--- src/rtl/ahb_pkg.sv ---
// Shared AHB-Lite encodings and the write-master FSM state type.
package ahb_pkg;

    typedef enum logic [1:0] {
        HTRANS_IDLE   = 2'b00,
        HTRANS_BUSY   = 2'b01,
        HTRANS_NONSEQ = 2'b10,
        HTRANS_SEQ    = 2'b11
    } htrans_e;

    typedef enum logic [2:0] {
        HBURST_SINGLE = 3'b000,
        HBURST_INCR   = 3'b001,
        HBURST_INCR4  = 3'b011
    } hburst_e;

    localparam logic [2:0] HSIZE_BYTE  = 3'b000;
    localparam logic       HRESP_OKAY  = 1'b0;
    localparam logic       HRESP_ERROR = 1'b1;

    typedef enum logic [1:0] {
        ST_IDLE,
        ST_ADDR,
        ST_LAST_DATA,
        ST_ERR2
    } wm_state_e;

    // NONSEQ and SEQ both carry a real transfer; they share htrans[1].
    function automatic logic htrans_active(input logic [1:0] t);
        return t[1];
    endfunction

endpackage

--- src/rtl/ahb_wdata_hold.sv ---
// One-entry write-data hold register with valid/ready on the input side.
// A pop and a push on the same edge refill the entry, so the beat stream
// can run back-to-back. While drop is high, accepted data is discarded.
module ahb_wdata_hold (
    input  logic       hclk,
    input  logic       hreset_n,
    input  logic       in_valid,
    output logic       in_ready,
    input  logic [7:0] in_data,
    input  logic       fetch_en,
    input  logic       drop,
    input  logic       pop,
    output logic       full,
    output logic       full_nxt,
    output logic [7:0] data
);

    logic push;

    assign in_ready = fetch_en && (!full || pop);
    assign push     = in_valid && in_ready;
    assign full_nxt = (push && !drop) || (full && !pop);

    // Entry storage: a kept push overrides a simultaneous pop.
    always_ff @(posedge hclk or negedge hreset_n) begin
        if (!hreset_n) begin
            full <= 1'b0;
            data <= '0;
        end else if (push && !drop) begin
            full <= 1'b1;
            data <= in_data;
        end else if (pop) begin
            full <= 1'b0;
        end
    end

endmodule

--- src/rtl/ahb_write_master.sv ---
// AHB-Lite byte-write initiator: single or short INCR/INCR4 bursts, with
// BUSY on data starvation, hready wait states and ERROR abort plus drain.
module ahb_write_master
    import ahb_pkg::*;
#(
    parameter int ADDR_W = 32,
    parameter int LEN_W  = 2
) (
    input  logic              hclk,
    input  logic              hreset_n,
    input  logic              cmd_valid,
    output logic              cmd_ready,
    input  logic [ADDR_W-1:0] cmd_addr,
    input  logic [LEN_W-1:0]  cmd_len,
    input  logic              wr_valid,
    output logic              wr_ready,
    input  logic [7:0]        wr_data,
    output logic [ADDR_W-1:0] haddr,
    output logic [1:0]        htrans,
    output logic              hwrite,
    output logic [2:0]        hsize,
    output logic [2:0]        hburst,
    output logic [7:0]        hwdata,
    input  logic              hready,
    input  logic              hresp,
    output logic              done,
    output logic              err
);

    wm_state_e         state_q, state_d;
    logic [ADDR_W-1:0] start_q, start_d;
    logic [LEN_W-1:0]  last_q, last_d;
    logic [LEN_W-1:0]  k_q, k_d;
    logic [LEN_W:0]    fetch_left_q;
    logic              dp_q, dp_d;
    logic              aborted_q, aborted_d;
    logic              armed_q;

    logic [1:0]        htrans_q, htrans_d;
    logic [ADDR_W-1:0] haddr_q, haddr_d;
    logic              hwrite_q, hwrite_d;
    logic [2:0]        hburst_q, hburst_d;
    logic [7:0]        hwdata_q, hwdata_d;
    logic              done_q, done_d;
    logic              err_q, err_d;

    logic              hold_full, hold_full_nxt, hold_pop, fetch_en;
    logic [7:0]        hold_data;
    logic              cmd_fire, wr_push, addr_fire, abort_now;

    assign cmd_ready = armed_q && (state_q == ST_IDLE) && !done_q && !aborted_q;
    assign cmd_fire  = cmd_valid && cmd_ready;
    assign wr_push   = wr_valid && wr_ready;
    assign fetch_en  = (fetch_left_q != '0);
    assign addr_fire = (state_q == ST_ADDR) && hready && htrans_active(htrans_q);
    assign hold_pop  = addr_fire || (aborted_q && hold_full);
    assign abort_now = dp_q && !hready && (hresp == HRESP_ERROR) &&
                       ((state_q == ST_ADDR) || (state_q == ST_LAST_DATA));

    ahb_wdata_hold u_hold (
        .hclk     (hclk),
        .hreset_n (hreset_n),
        .in_valid (wr_valid),
        .in_ready (wr_ready),
        .in_data  (wr_data),
        .fetch_en (fetch_en),
        .drop     (aborted_q),
        .pop      (hold_pop),
        .full     (hold_full),
        .full_nxt (hold_full_nxt),
        .data     (hold_data)
    );

    // Next-state and next-output decode; outputs are registered below, so
    // the transfer type for the next cycle looks at next-cycle hold occupancy.
    always_comb begin
        state_d   = state_q;
        start_d   = start_q;
        last_d    = last_q;
        k_d       = k_q;
        dp_d      = dp_q;
        aborted_d = aborted_q;
        htrans_d  = htrans_q;
        haddr_d   = haddr_q;
        hwrite_d  = hwrite_q;
        hburst_d  = hburst_q;
        hwdata_d  = hwdata_q;
        done_d    = 1'b0;
        err_d     = 1'b0;

        if (aborted_q && !fetch_en && !hold_full) begin
            aborted_d = 1'b0;
        end

        case (state_q)
            ST_IDLE: begin
                if (cmd_fire) begin
                    start_d  = cmd_addr;
                    last_d   = cmd_len;
                    k_d      = '0;
                    haddr_d  = cmd_addr;
                    htrans_d = HTRANS_IDLE;
                    hwrite_d = 1'b0;
                    if (cmd_len == '0) begin
                        hburst_d = HBURST_SINGLE;
                    end else if (({1'b0, cmd_len} == (LEN_W+1)'(3)) &&
                                 (cmd_addr[1:0] == 2'b00)) begin
                        hburst_d = HBURST_INCR4;
                    end else begin
                        hburst_d = HBURST_INCR;
                    end
                    state_d = ST_ADDR;
                end
            end

            ST_ADDR: begin
                if (abort_now) begin
                    htrans_d  = HTRANS_IDLE;
                    hwrite_d  = 1'b0;
                    aborted_d = 1'b1;
                    state_d   = ST_ERR2;
                end else if (hready) begin
                    dp_d = htrans_active(htrans_q);
                    if (htrans_active(htrans_q)) begin
                        hwdata_d = hold_data;
                        if (k_q == last_q) begin
                            htrans_d = HTRANS_IDLE;
                            hwrite_d = 1'b0;
                            state_d  = ST_LAST_DATA;
                        end else begin
                            k_d      = k_q + LEN_W'(1);
                            haddr_d  = start_q + ADDR_W'(k_d);
                            htrans_d = hold_full_nxt ? HTRANS_SEQ : HTRANS_BUSY;
                            hwrite_d = 1'b1;
                        end
                    end else begin
                        haddr_d = start_q + ADDR_W'(k_q);
                        if (k_q == '0) begin
                            htrans_d = hold_full_nxt ? HTRANS_NONSEQ : HTRANS_IDLE;
                        end else begin
                            htrans_d = hold_full_nxt ? HTRANS_SEQ : HTRANS_BUSY;
                        end
                        hwrite_d = (htrans_d != HTRANS_IDLE);
                    end
                end
            end

            ST_LAST_DATA: begin
                if (abort_now) begin
                    aborted_d = 1'b1;
                    state_d   = ST_ERR2;
                end else if (hready) begin
                    done_d  = 1'b1;
                    err_d   = (hresp == HRESP_ERROR);
                    dp_d    = 1'b0;
                    state_d = ST_IDLE;
                end
            end

            ST_ERR2: begin
                if (hready) begin
                    done_d  = 1'b1;
                    err_d   = 1'b1;
                    dp_d    = 1'b0;
                    state_d = ST_IDLE;
                end
            end

            default: state_d = ST_IDLE;
        endcase
    end

    // State and registered AHB/status outputs.
    always_ff @(posedge hclk or negedge hreset_n) begin
        if (!hreset_n) begin
            state_q   <= ST_IDLE;
            start_q   <= '0;
            last_q    <= '0;
            k_q       <= '0;
            dp_q      <= 1'b0;
            aborted_q <= 1'b0;
            armed_q   <= 1'b0;
            htrans_q  <= HTRANS_IDLE;
            haddr_q   <= '0;
            hwrite_q  <= 1'b0;
            hburst_q  <= HBURST_SINGLE;
            hwdata_q  <= '0;
            done_q    <= 1'b0;
            err_q     <= 1'b0;
        end else begin
            state_q   <= state_d;
            start_q   <= start_d;
            last_q    <= last_d;
            k_q       <= k_d;
            dp_q      <= dp_d;
            aborted_q <= aborted_d;
            armed_q   <= 1'b1;
            htrans_q  <= htrans_d;
            haddr_q   <= haddr_d;
            hwrite_q  <= hwrite_d;
            hburst_q  <= hburst_d;
            hwdata_q  <= hwdata_d;
            done_q    <= done_d;
            err_q     <= err_d;
        end
    end

    // Beats still to be taken from the write stream, including drained ones.
    always_ff @(posedge hclk or negedge hreset_n) begin
        if (!hreset_n) begin
            fetch_left_q <= '0;
        end else if (cmd_fire) begin
            fetch_left_q <= {1'b0, cmd_len} + (LEN_W+1)'(1);
        end else if (wr_push) begin
            fetch_left_q <= fetch_left_q - (LEN_W+1)'(1);
        end
    end

    assign htrans = htrans_q;
    assign haddr  = haddr_q;
    assign hwrite = hwrite_q;
    assign hsize  = HSIZE_BYTE;
    assign hburst = hburst_q;
    assign hwdata = hwdata_q;
    assign done   = done_q;
    assign err    = err_q;

endmodule

--- config.mk ---
export PLATFORM = sky130hd
export DESIGN_NAME = ahb_write_master
export DESIGN_NICKNAME = d
export VERILOG_FILES = /design/src/rtl/ahb_pkg.sv /design/src/rtl/ahb_wdata_hold.sv /design/src/rtl/ahb_write_master.sv
export SDC_FILE = /design/constraint.sdc
export NUM_CORES = 1
export LEC_CHECK = 0
export ABC_AREA = 1
export BUFFER_PORTS_ARGS = -buffer_cell sky130_fd_sc_hd__buf_2
export CAP_MARGIN = 5
export CORE_MARGIN = 2
export CORE_UTILIZATION = 45
export CTS_BUF_LIST = sky130_fd_sc_hd__clkbuf_8
export CTS_CLUSTER_SIZE = 20
export DETAILED_ROUTE_END_ITERATION = 10
export HOLD_SLACK_MARGIN = 0.05
export PLACE_DENSITY = 0.68
export SETUP_SLACK_MARGIN = 0.2
export SYNTH_ARGS = -nofsm -noshare
export SYNTH_HDL_FRONTEND = slang
export SYNTH_SLANG_ARGS = --single-unit
--- constraint.sdc ---
create_clock -name hclk -period 3 [get_ports hclk]
set_input_delay 0.15 -clock hclk [delete_from_list [all_inputs] [get_ports hclk]]
set_output_delay 0.15 -clock hclk [all_outputs]
set_load 0.01 [all_outputs]
==> flow_summary.json, run 1 <==
{
  "async_reset_ff_frac": 1.000,
  "irDropWorstVdd_uv": 618.4,
  "hold_start": "cmd_addr[1]",
  "core-area_mm2": 0.01191,
  "ys.flop_type": "dfrtp_1",
  "synth_area_mm2": 0.005443,
  "grt_overflow": 0,
  "start_util": 0.4569,
  "max_freq_mhz": 394.1,
  "cts_sinks": 100,
  "utilization": 0.5575,
  "synth_area_leaders": "dfrtp_1 46%, nand2_1 21%, nor2_1 6.6%, o21ai_0 6.1%, nand3_1 4.6%",
  "power.share.clock": 0.143,
  "drive_gt1_frac": 0.1438,
  "period_needed_ps": 2538,
  "dr.pass1.iters": 4,
  "numPlacedInstances": 987,
  "ys_ff_latch": 100,
  "max_slew_margin": 0.4844,
  "rows": 40,
  "p_int_mw": 3.292,
  "place_hpwl_mm": 9.885,
  "finalSetupViolCount": 0,
  "drc_errors": 0,
  "fin_skew_ps": 15.71,
  "worst_slew_pin_slew_ps": 773.4,
  "synth-warning-count": 0,
  "yosys.area.top_type_share": 0.4598,
  "path_clk_slew_ps": 110,
  "critPathRequiredTime_ps": 3280,
  "num-fill-cells": 1173,
  "nNetsFinal": 952,
  "crit_start": "k_q[0]",
  "clk_path_buf_depth": 2,
  "clk_latency_ps": 390,
  "place.gp.congestion": 0.9217,
  "cp_max_fo": 4,
  "wirelength_mm": 14.06,
  "diodes": 0,
  "area_growth_pct": 22.00,
  "rsz0062_at_grt": "yes",
  "cts-root-buf": "clkbuf_8",
  "pwr-share-seq": 0.412,
  "synth-edff-count": 0,
  "post_cts_buffers": 0,
  "cts_made_buffers": 9,
  "first_iter_violations": 372,
  "syn_avg_cell_area_um2": 7.133,
  "port_buffers": 96,
  "track_usage": 0.2310,
  "num_vias": 5073,
  "seq_area_frac_synth": 0.4598,
  "min_period_over_period": 0.8459,
  "syn-instance-count": 763,
  "synth_top_area_cell": "dfrtp_1",
  "grt_pass1_vias": 4789,
  "hp-class": "in2reg",
  "wl_per_cell_um": 13.47,
  "detail-route-antenna-nets": 0,
  "powerDensity_mw_per_mm2": 897.6,
  "grt_antenna_before_repair": 0,
  "grt_max_degree": 54,
  "die_area_mm2": 0.01299,
  "ys_types": 33,
  "report.final.slew_viol_count": 0,
  "critPathArrivalTime_ps": 2810,
  "cts_tree": "done",
  "swShare": 0.4476,
  "worst_slack_ps": 462.3,
  "worstSetupPathType": "reg2reg",
  "cp-start-kind": "flop",
  "grt_pass1_wl_mm": 23.61,
  "critPathCaptureType": "flop",
  "hold_violations": 0,
  "leakage_nw": 3.396,
  "io_pins": 101,
  "die_h_um": 114.0,
  "avgViaCountPerCell": 4.859,
  "dieWidth_um": 114.0,
  "comb_power_share": 0.445,
  "hold_ws_ps": 77.31,
  "p_switching_mw": 2.668,
  "post-place-ws_ps": 450.1,
  "status": "complete, no violations",
  "final_cells": 1044,
  "ctsHtreeMaxLevel": 3,
  "drv_cap": 0,
  "r2r-start": "k_q[0]",
  "fin_tns_setup_ps": 0
}
## through the flow
| step | power [mW] | instance area, µm² |
|---|---|---|
| 6_report | 5.960 | 6640 |
| 5_1_grt | 6.560 | 6640 |
| 4_1_cts | 6.018 | 6635 |
| 3_5_place_dp | 5.093 | 6036 |
| 3_3_place_gp | 5.065 | 6036 |
| 2_1_floorplan | 4.241 | 5454 |
## registers in the layout, summed over array words and instances (netlist names), 2 cells and up
signal	flops
start_q	32
state_q	2
fetch_left_q	3
k_q	2
hburst	2
hwdata	8
haddr	32
u_hold.data	8
htrans	2
last_q	2
## metal layers
layer	global-route usage	share of wire
met2	0.3639	0.46
met1	0.3228	0.48
met5	0	0
met4	0.04553	0.011
met3	0.06323	0.055
## worst max-delay path, stage by stage (launching register included)
cell,delay [ps]
dfrtp_1,410
inv_1,90
ha_1,310
nand2_1,80
o21ai_0,160
ha_1,330
nand2_1,60
a21oi_1,260
nand2_1,160
nor2_2,220
nand2_1,90
nand2_1,60
nand3_1,60
nand2_1,80
nand2_1,50
## area by class of cell
cell class / count / area (µm²) / area share
clock buffers: 10 / 137.6 / 0.02073
multi-input cells: 571 / 2559 / 0.3853
inverters: 66 / 247.7 / 0.03731
repair buffers: 144 / 958.4 / 0.1443
well taps: 147 / 183.9 / 0.02770
flip-flops and latches: 100 / 2502 / 0.3769
clock inverters: 6 / 51.30 / 0.007726
## cell usage in the layout, fill, tap and decap left out, types with 3 or more instances in the layout
cell           Yosys  final
conb_1             2      5
ha_1              11     10
nor2_1            95     93
inv_6              0      3
xor2_1             5      5
clkbuf_8           0     10
nand2_1          305    305
nand3b_1           8      8
dfrtp_1          100    100
inv_1             65     65
buf_4              6      7
buf_2              4     95
o21ai_0           66     66
nor3_1             4      4
xnor2_1            3      3
nand3_1           50     50
dlygate4sd3_1      0     41
or2_2              3      3
## final timing paths
path,cells after the start,endpoint,slack [ps]
max,14,haddr[25],460
min in group asynchronous,2,haddr[22],350
min,3,start_q[1],80
min reg2reg,2,haddr[21],480
max reg2reg,14,haddr[25],460
max in group asynchronous,3,start_q[30],1940
## synth_stat cells, types with 2 or more instances
master and number:
inv_1 65, buf_2 4, dfrtp_1 100, o211ai_1 2
conb_1 2, buf_4 6, a31oi_1 2, or2_2 3
o21ai_0 66, a21oi_1 2, ha_1 11, nand3_1 50
xor2_1 5, nand2_1 305, clkbuf_1 15, nand3b_1 8
buf_6 2, xnor2_1 3, nor2_1 95, nor3_1 4
## cells by family after synthesis
| family | synth area share |
|---|---|
| DFF | 0.4598 |
| xor gates and xnor gates | 0.01287 |
| and+or+nand+nor | 0.3478 |
| other | 0.001380 |
| AOI/OAI and AO/OA | 0.07563 |
| adders and majority gates | 0.02897 |
| buffers and inverters | 0.07356 |
## repair_timing
action	in CTS	in global routing
endpoints found under the setup margin	0	4
endpoints found under the hold margin	91	0
hold buffers	41	0
resized for setup	0	2
## power by group through the flow
stage	clock [mW]	sequential [mW]	combinational [mW]
floorplan	0	2.45	1.79
detailed placement	0	2.46	2.63
global placement	0	2.47	2.60
global route	0.940	2.54	3.08
CTS	0.884	2.45	2.68
finish	0.854	2.45	2.65
(Power assumes the default switching activity.)
==> run 2, diff against run 1 <==
- ABC_AREA: 1 -> 0
- clock period: 3 -> 2.5 ns (I/O delays scaled with it)
==> run 2 against run 1 <==
  * Utilization rose by 5.3 points
  * Register-to-register slack got worse by 330 ps
  * Synthesized cell count fell by 24%
  * Clock skew fell by 2.7 ps
  * Sequential cell count did not move
  * Power rose by 24%
  * Hold slack improved by 31 ps
  * Clock power rose by 38%
  * Synthesized area fell by 3.6%
  * Critical endpoint is now haddr[11]
  * Largest cell class unchanged
  * Largest power group unchanged
==> flow_summary.json, run 2 <==
{
  "worst_slack_ps": 128.5,
  "synth_common_cells": "154 x nand2_1, 100 x dfrtp_1, 40 x o21ai_0",
  "num_vias": 4895,
  "wirelength_mm": 14.13,
  "yosysMostFrequentCell": "nand2_1",
  "grt_pass1_vias": 4911,
  "dieWidth_um": 112.0,
  "drv_cap": 0,
  "grt_max_degree": 53,
  "first_iter_violations": 307,
  "max_stage_delay_ps": 420,
  "max_freq_mhz": 421.7,
  "post-place-ws_ps": -5.673,
  "hp-class": "in2reg",
  "syn_avg_cell_area_um2": 9.090,
  "top_layer_used": "met4",
  "ys_ff_latch": 100,
  "drc_errors": 0,
  "detail-route-antenna-nets": 0,
  "leakage_nw": 3.314,
  "seq_area_frac_synth": 0.4771,
  "report.final.slew_viol_count": 0,
  "cts-root-buf": "clkbuf_8",
  "dr.pass1.iters": 5,
  "wl_per_cell_um": 16.02,
  "clk_path_buf_depth": 2,
  "track_usage": 0.2328,
  "final_common_cell": "nand2_1",
  "cp_max_fo": 7,
  "layout_common_cells": "153 x nand2_1, 98 x dfrtp_1, 95 x buf_2",
  "place.gp.congestion": 0.8978,
  "syn-instance-count": 577,
  "worstSetupPathType": "reg2reg",
  "wl_met1_mm": 6.210,
  "avgViaCountPerCell": 5.550,
  "start_util": 0.4593,
  "diodes": 0,
  "port_buffers": 96,
  "grt_pass1_wl_mm": 23.59,
  "grt_antenna_before_repair": 0,
  "synth_top_area_cell": "dfrtp_1",
  "synth-warning-count": 0,
  "finalPower_mw": 7.388,
  "hold_violations": 0,
  "slowest_stage": "dfrtp_1",
  "final_cells": 882,
  "core-area_mm2": 0.01142,
  "ys.flop_type": "dfrtp_1",
  "ctsHtreeMaxLevel": 3,
  "async_reset_ff_frac": 1.000,
  "clk_latency_ps": 390,
  "cp-start-kind": "flop",
  "cts_sinks": 100,
  "powerDensity_mw_per_mm2": 1060,
  "critPathArrivalTime_ps": 2700,
  "register_area_mm2": 0.002505,
  "cts_made_buffers": 9,
  "worst-r2r-setup-slack_ps": 130,
  "routed-wl-met3_um": 750,
  "die_area_mm2": 0.01254,
  "path_clk_slew_ps": 100,
  "place_hpwl_mm": 9.564,
  "io_pins": 101,
  "drive_gt1_frac": 0.2733,
  "die_h_um": 112.0,
  "dr_wl_met2_mm": 6.678,
  "rows": 39,
  "multi_input_area_mm2": 0.002756,
  "synth_area_leaders": "dfrtp_1 48%, nand2_1 11%, mux2_2 4.1%, o21ai_0 3.8%, ha_1 2.6%",
  "critPathCaptureType": "flop",
  "finalSetupViolCount": 0,
  "path_cells": "inv_2 > ha_4 > nand2_4 > o21ai_4 > ha_4 > a21o_1 > nand3_4 > buf_6 > or3_1 > a31oi_1 > mux2_4",
  "worst_slew_pin_slew_ps": 615.1,
  "numPlacedInstances": 811,
  "nNetsFinal": 794,
  "area_growth_pct": 32.82,
  "status": "complete, no violations",
  "critPathRequiredTime_ps": 2830,
  "synth-edff-count": 0,
  "max_slew_margin": 0.5899,
  "ys_types": 55,
  "synth_area_mm2": 0.005245,
  "fin_skew_ps": 12.98,
  "num-fill-cells": 966,
  "hold_ws_ps": 108.2,
  "irDropWorstVdd_uv": 466.5,
  "period_needed_ps": 2371,
  "grt_overflow": 0,
  "cts_tree": "done",
  "min_period_over_period": 0.9486,
  "yosys.area.top_type_share": 0.4771,
  "crit_top_cell": "ha_4",
  "rsz0062_at_grt": "yes"
}
-- run 2: layout make-up --
type | count | share of cell area
Inverter | 17 | 0.009698
Clock buffer | 10 | 0.01976
Timing Repair Buffer | 175 | 0.1771
Clock inverter | 6 | 0.01257
Multi-Input combinational cell | 431 | 0.3957
Sequential cell | 100 | 0.3596
Tap cell | 143 | 0.02568
-- run 2: critical path: cells and delay by family, from the launching register on --
| kind | cells | cell delay [ps] |
|---|---|---|
| AOI/OAI and AO/OA | 3 | 410 |
| DFF | 1 | 420 |
| and+or+nand+nor | 3 | 540 |
| adders and majority gates | 2 | 470 |
| buffers and inverters | 2 | 280 |
| muxes | 1 | 160 |
-- run 2: path summary, 6_finish.rpt --
check,from,end,cells past startpoint
max,k_q[0],haddr[11],11
min,wr_valid,u_hold.full,3
max reg2reg,k_q[0],haddr[11],11
min reg2reg,haddr[31],haddr[31],2
max in group asynchronous,hreset_n,start_q[11],3
min in group asynchronous,hreset_n,done,2
-- run 2: power by group --
part | internal [mW] | switching (mW)
sequential | 2.32 | 0.668
clock | 0.591 | 0.591
combinational | 1.43 | 1.79
total | 4.34 | 3.04
-- run 2: layer usage --
metal,up-vias,global-route usage
met4,0,0.1106
met3,42,0.03811
met1,2368,0.3120
li1,2318,-
met5,-,0
met2,167,0.3717
-- run 2: cells by family (layout without fill, tap and decap cells) --
| kind of cell | count (synthesis) | after routing | share of synthesized area |
|---|---|---|---|
| compound gates | 114 | 114 | 0.1374 |
| xor+xnor | 22 | 22 | 0.03674 |
| fa+ha+maj | 12 | 12 | 0.03006 |
| buf+inv | 49 | 208 | 0.04031 |
| flops | 100 | 100 | 0.4771 |
| mux | 30 | 30 | 0.06179 |
| other cells | 2 | 5 | 0.001432 |
| simple gates | 248 | 248 | 0.2152 |
-- run 2: stage by stage --
stage          utilization  instance area, µm²  TNS [ps]
6_report            0.6101                6967         0
3_5_place_dp        0.5270                6017    -5.673
3_3_place_gp        0.5270                6017         0
4_1_cts             0.5951                6795         0
5_1_grt             0.6101                6967         0
2_1_floorplan            -                5303         0
-- run 2: timing repair --
action                                 CTS  global route
hold buffers                            45             0
setup buffers                            5             5
pin swaps                                8            14
endpoints found under the hold margin  104             0
setup endpoints to repair               15            25
resized for setup                       12            26
==> run 3, diff against run 2 <==
- CELL_PAD_IN_SITES_DETAIL_PLACEMENT: unset -> 2
- CELL_PAD_IN_SITES_GLOBAL_PLACEMENT: unset -> 2
- CORE_UTILIZATION: 45 -> 35
- PLACE_DENSITY: 0.68 -> 0.84
==> run 3 against run 2 <==
  * The run now ends with setup timing left
  * Global-route usage grew 4.9 points
  * Combinational power increased by 22%
  * Register-to-register slack worse by 210 ps
  * Highest routed layer unchanged
  * Count of clock-buffer cells in the layout shrank 1
  * Largest power group unchanged
==> flow_summary.json, run 3 (synthesized netlist as in run 2, its figures left out) <==
{
  "fin_skew_ps": 15.05,
  "leakage_nw": 3.398,
  "place.gp.congestion": 0.8272,
  "cts_tree": "done",
  "critPathArrivalTime_ps": 2890,
  "grt_overflow": 0,
  "grtUsageMet3": 0.04429,
  "irDropWorstVdd_uv": 483.1,
  "track_usage": 0.2814,
  "place_hpwl_mm": 13.01,
  "worst_slew_pin_slew_ps": 695.2,
  "first_iter_violations": 370,
  "dpl_cell_area_mm2": 0.006121,
  "hp-class": "in2async",
  "num-fill-cells": 1526,
  "max_slew_margin": 0.5366,
  "rows": 44,
  "cts_sinks": 100,
  "wirelength_mm": 25.37,
  "max_freq_mhz": 387.4,
  "grt_pass1_vias": 6090,
  "path_clk_slew_ps": 120,
  "drive_gt1_frac": 0.3004,
  "drv_cap": 0,
  "area_growth_pct": 37.36,
  "dr.pass1.iters": 5,
  "rr_worst_depth": 11,
  "final_cells": 934,
  "ctsHtreeMaxLevel": 3,
  "grt_pass1_wl_mm": 35.27,
  "worst_slack_ps": -81.62,
  "utilization": 0.4938,
  "multi_input_area_mm2": 0.002858,
  "critPathCaptureType": "flop",
  "cp_max_fo": 6,
  "numPlacedInstances": 859,
  "io_pins": 101,
  "report.final.slew_viol_count": 0,
  "design_area_mm2": 0.007204,
  "grt_max_degree": 45,
  "critPathRequiredTime_ps": 2810,
  "r2r-start": "k_q[0]",
  "detail-route-antenna-nets": 0,
  "final_common_cell": "nand2_1",
  "clk_path_buf_depth": 2,
  "start_util": 0.3595,
  "avgViaCountPerCell": 5.888,
  "drc_errors": 0,
  "powerDensity_mw_per_mm2": 1166,
  "hold_violations": 0,
  "cp-start-kind": "flop",
  "clk_latency_ps": 410,
  "register_area_mm2": 0.002504,
  "nNetsFinal": 804,
  "worst-r2r-setup-slack_ps": -80,
  "use_met2": 0.4986,
  "cts_made_buffers": 9,
  "worstSetupPathType": "reg2reg",
  "period_needed_ps": 2582,
  "port_buffers": 96,
  "finalPower_mw": 8.402,
  "violations": "setup timing",
  "fin_tns_setup_ps": -117.5,
  "endpoint": "haddr[11]",
  "finalSetupViolCount": 5,
  "core-area_mm2": 0.01459,
  "die_area_mm2": 0.01598,
  "status": "finished with violations",
  "crit_start": "k_q[0]",
  "grt_antenna_before_repair": 1,
  "layout_common_cells": "151 x nand2_1, 99 x dfrtp_1, 95 x buf_2",
  "regToRegEndpoint": "haddr[11]",
  "die_h_um": 126.4,
  "grt_use_met1": 0.3549,
  "min_period_over_period": 1.033,
  "wl_per_cell_um": 27.16,
  "dieWidth_um": 126.4,
  "rsz0062_at_grt": "yes",
  "cts-root-buf": "clkbuf_8",
  "grt_busiest_layer": "met2",
  "num_vias": 5499
}
==> run 3: cell count changes in the layout (fill, tap and decap cells not counted), sizes merged <==
cell | previous run | this run
buf | 130 | 139
clkbuf | 10 | 9
clkinvlp | 3 | 1
clkinv | 0 | 1
diode | 0 | 1
inv | 18 | 20
nand3 | 17 | 18
==> run 3: timing repair <==
action,4_1_cts,5_1_grt
hold endpoints to repair,93,0
setup buffers,10,2
gates cloned,1,0
endpoints found under the setup margin,26,44
hold buffers,45,0
pin swaps,11,13
gates resized for setup,25,42
==> run 3: cell type report <==
class	instances	share of cell area
clock buffer	9	0.01719
tap	184	0.03196
antenna	1	0.0003473
inverter	17	0.009378
clock inverter	7	0.01441
sequential	100	0.3475
multi-input combinational	432	0.3967
timing repair buffer	184	0.1825
==> run 3: how the worst min path moves through the flow <==
stage,from,end,slack (ps),cells past startpoint
6_report,hreset_n,fetch_left_q[1],250,2
5_1_grt,wr_valid,u_hold.full,250,3
4_1_cts,wr_valid,u_hold.full,150,3
3_5_place_dp,hreset_n,hwdata[3],120,1
3_3_place_gp,hreset_n,hwdata[3],110,1
2_1_floorplan,hreset_n,aborted_q,-170,0
==> run 3: routing by layer <==
layer	vias to the layer above	wire, µm
li1	2340	-
met1	2851	10040
met2	232	13160
met3	76	1151
met4	0	1014
met5	-	0
==> run 3: where the power goes <==
group / switching (mW) / internal [mW]
Combinational: 2.43 / 1.51
Clock: 0.695 / 0.581
Sequential: 0.869 / 2.32
==> run 3: metrics by stage <==
stage / hold WS, ps / setup WS (ps)
4_1_cts: 145.5 / 182.7
3_3_place_gp: 105.9 / 126.6
6_report: 247.5 / -81.62
3_5_place_dp: 117.5 / -51.44
2_1_floorplan: -170.6 / 211.3
5_1_grt: 249.2 / -123.7
==> run 3: critical path, stage by stage (launching register included) <==
cell and delay (ps):
dfrtp_1 430, inv_2 120, ha_4 230, nand2_2 70, o21ai_2 70, ha_1 310, a21o_4 150, nand3_4 150
buf_6 220, o21ai_1 280, a31oi_4 150, mux2_4 290
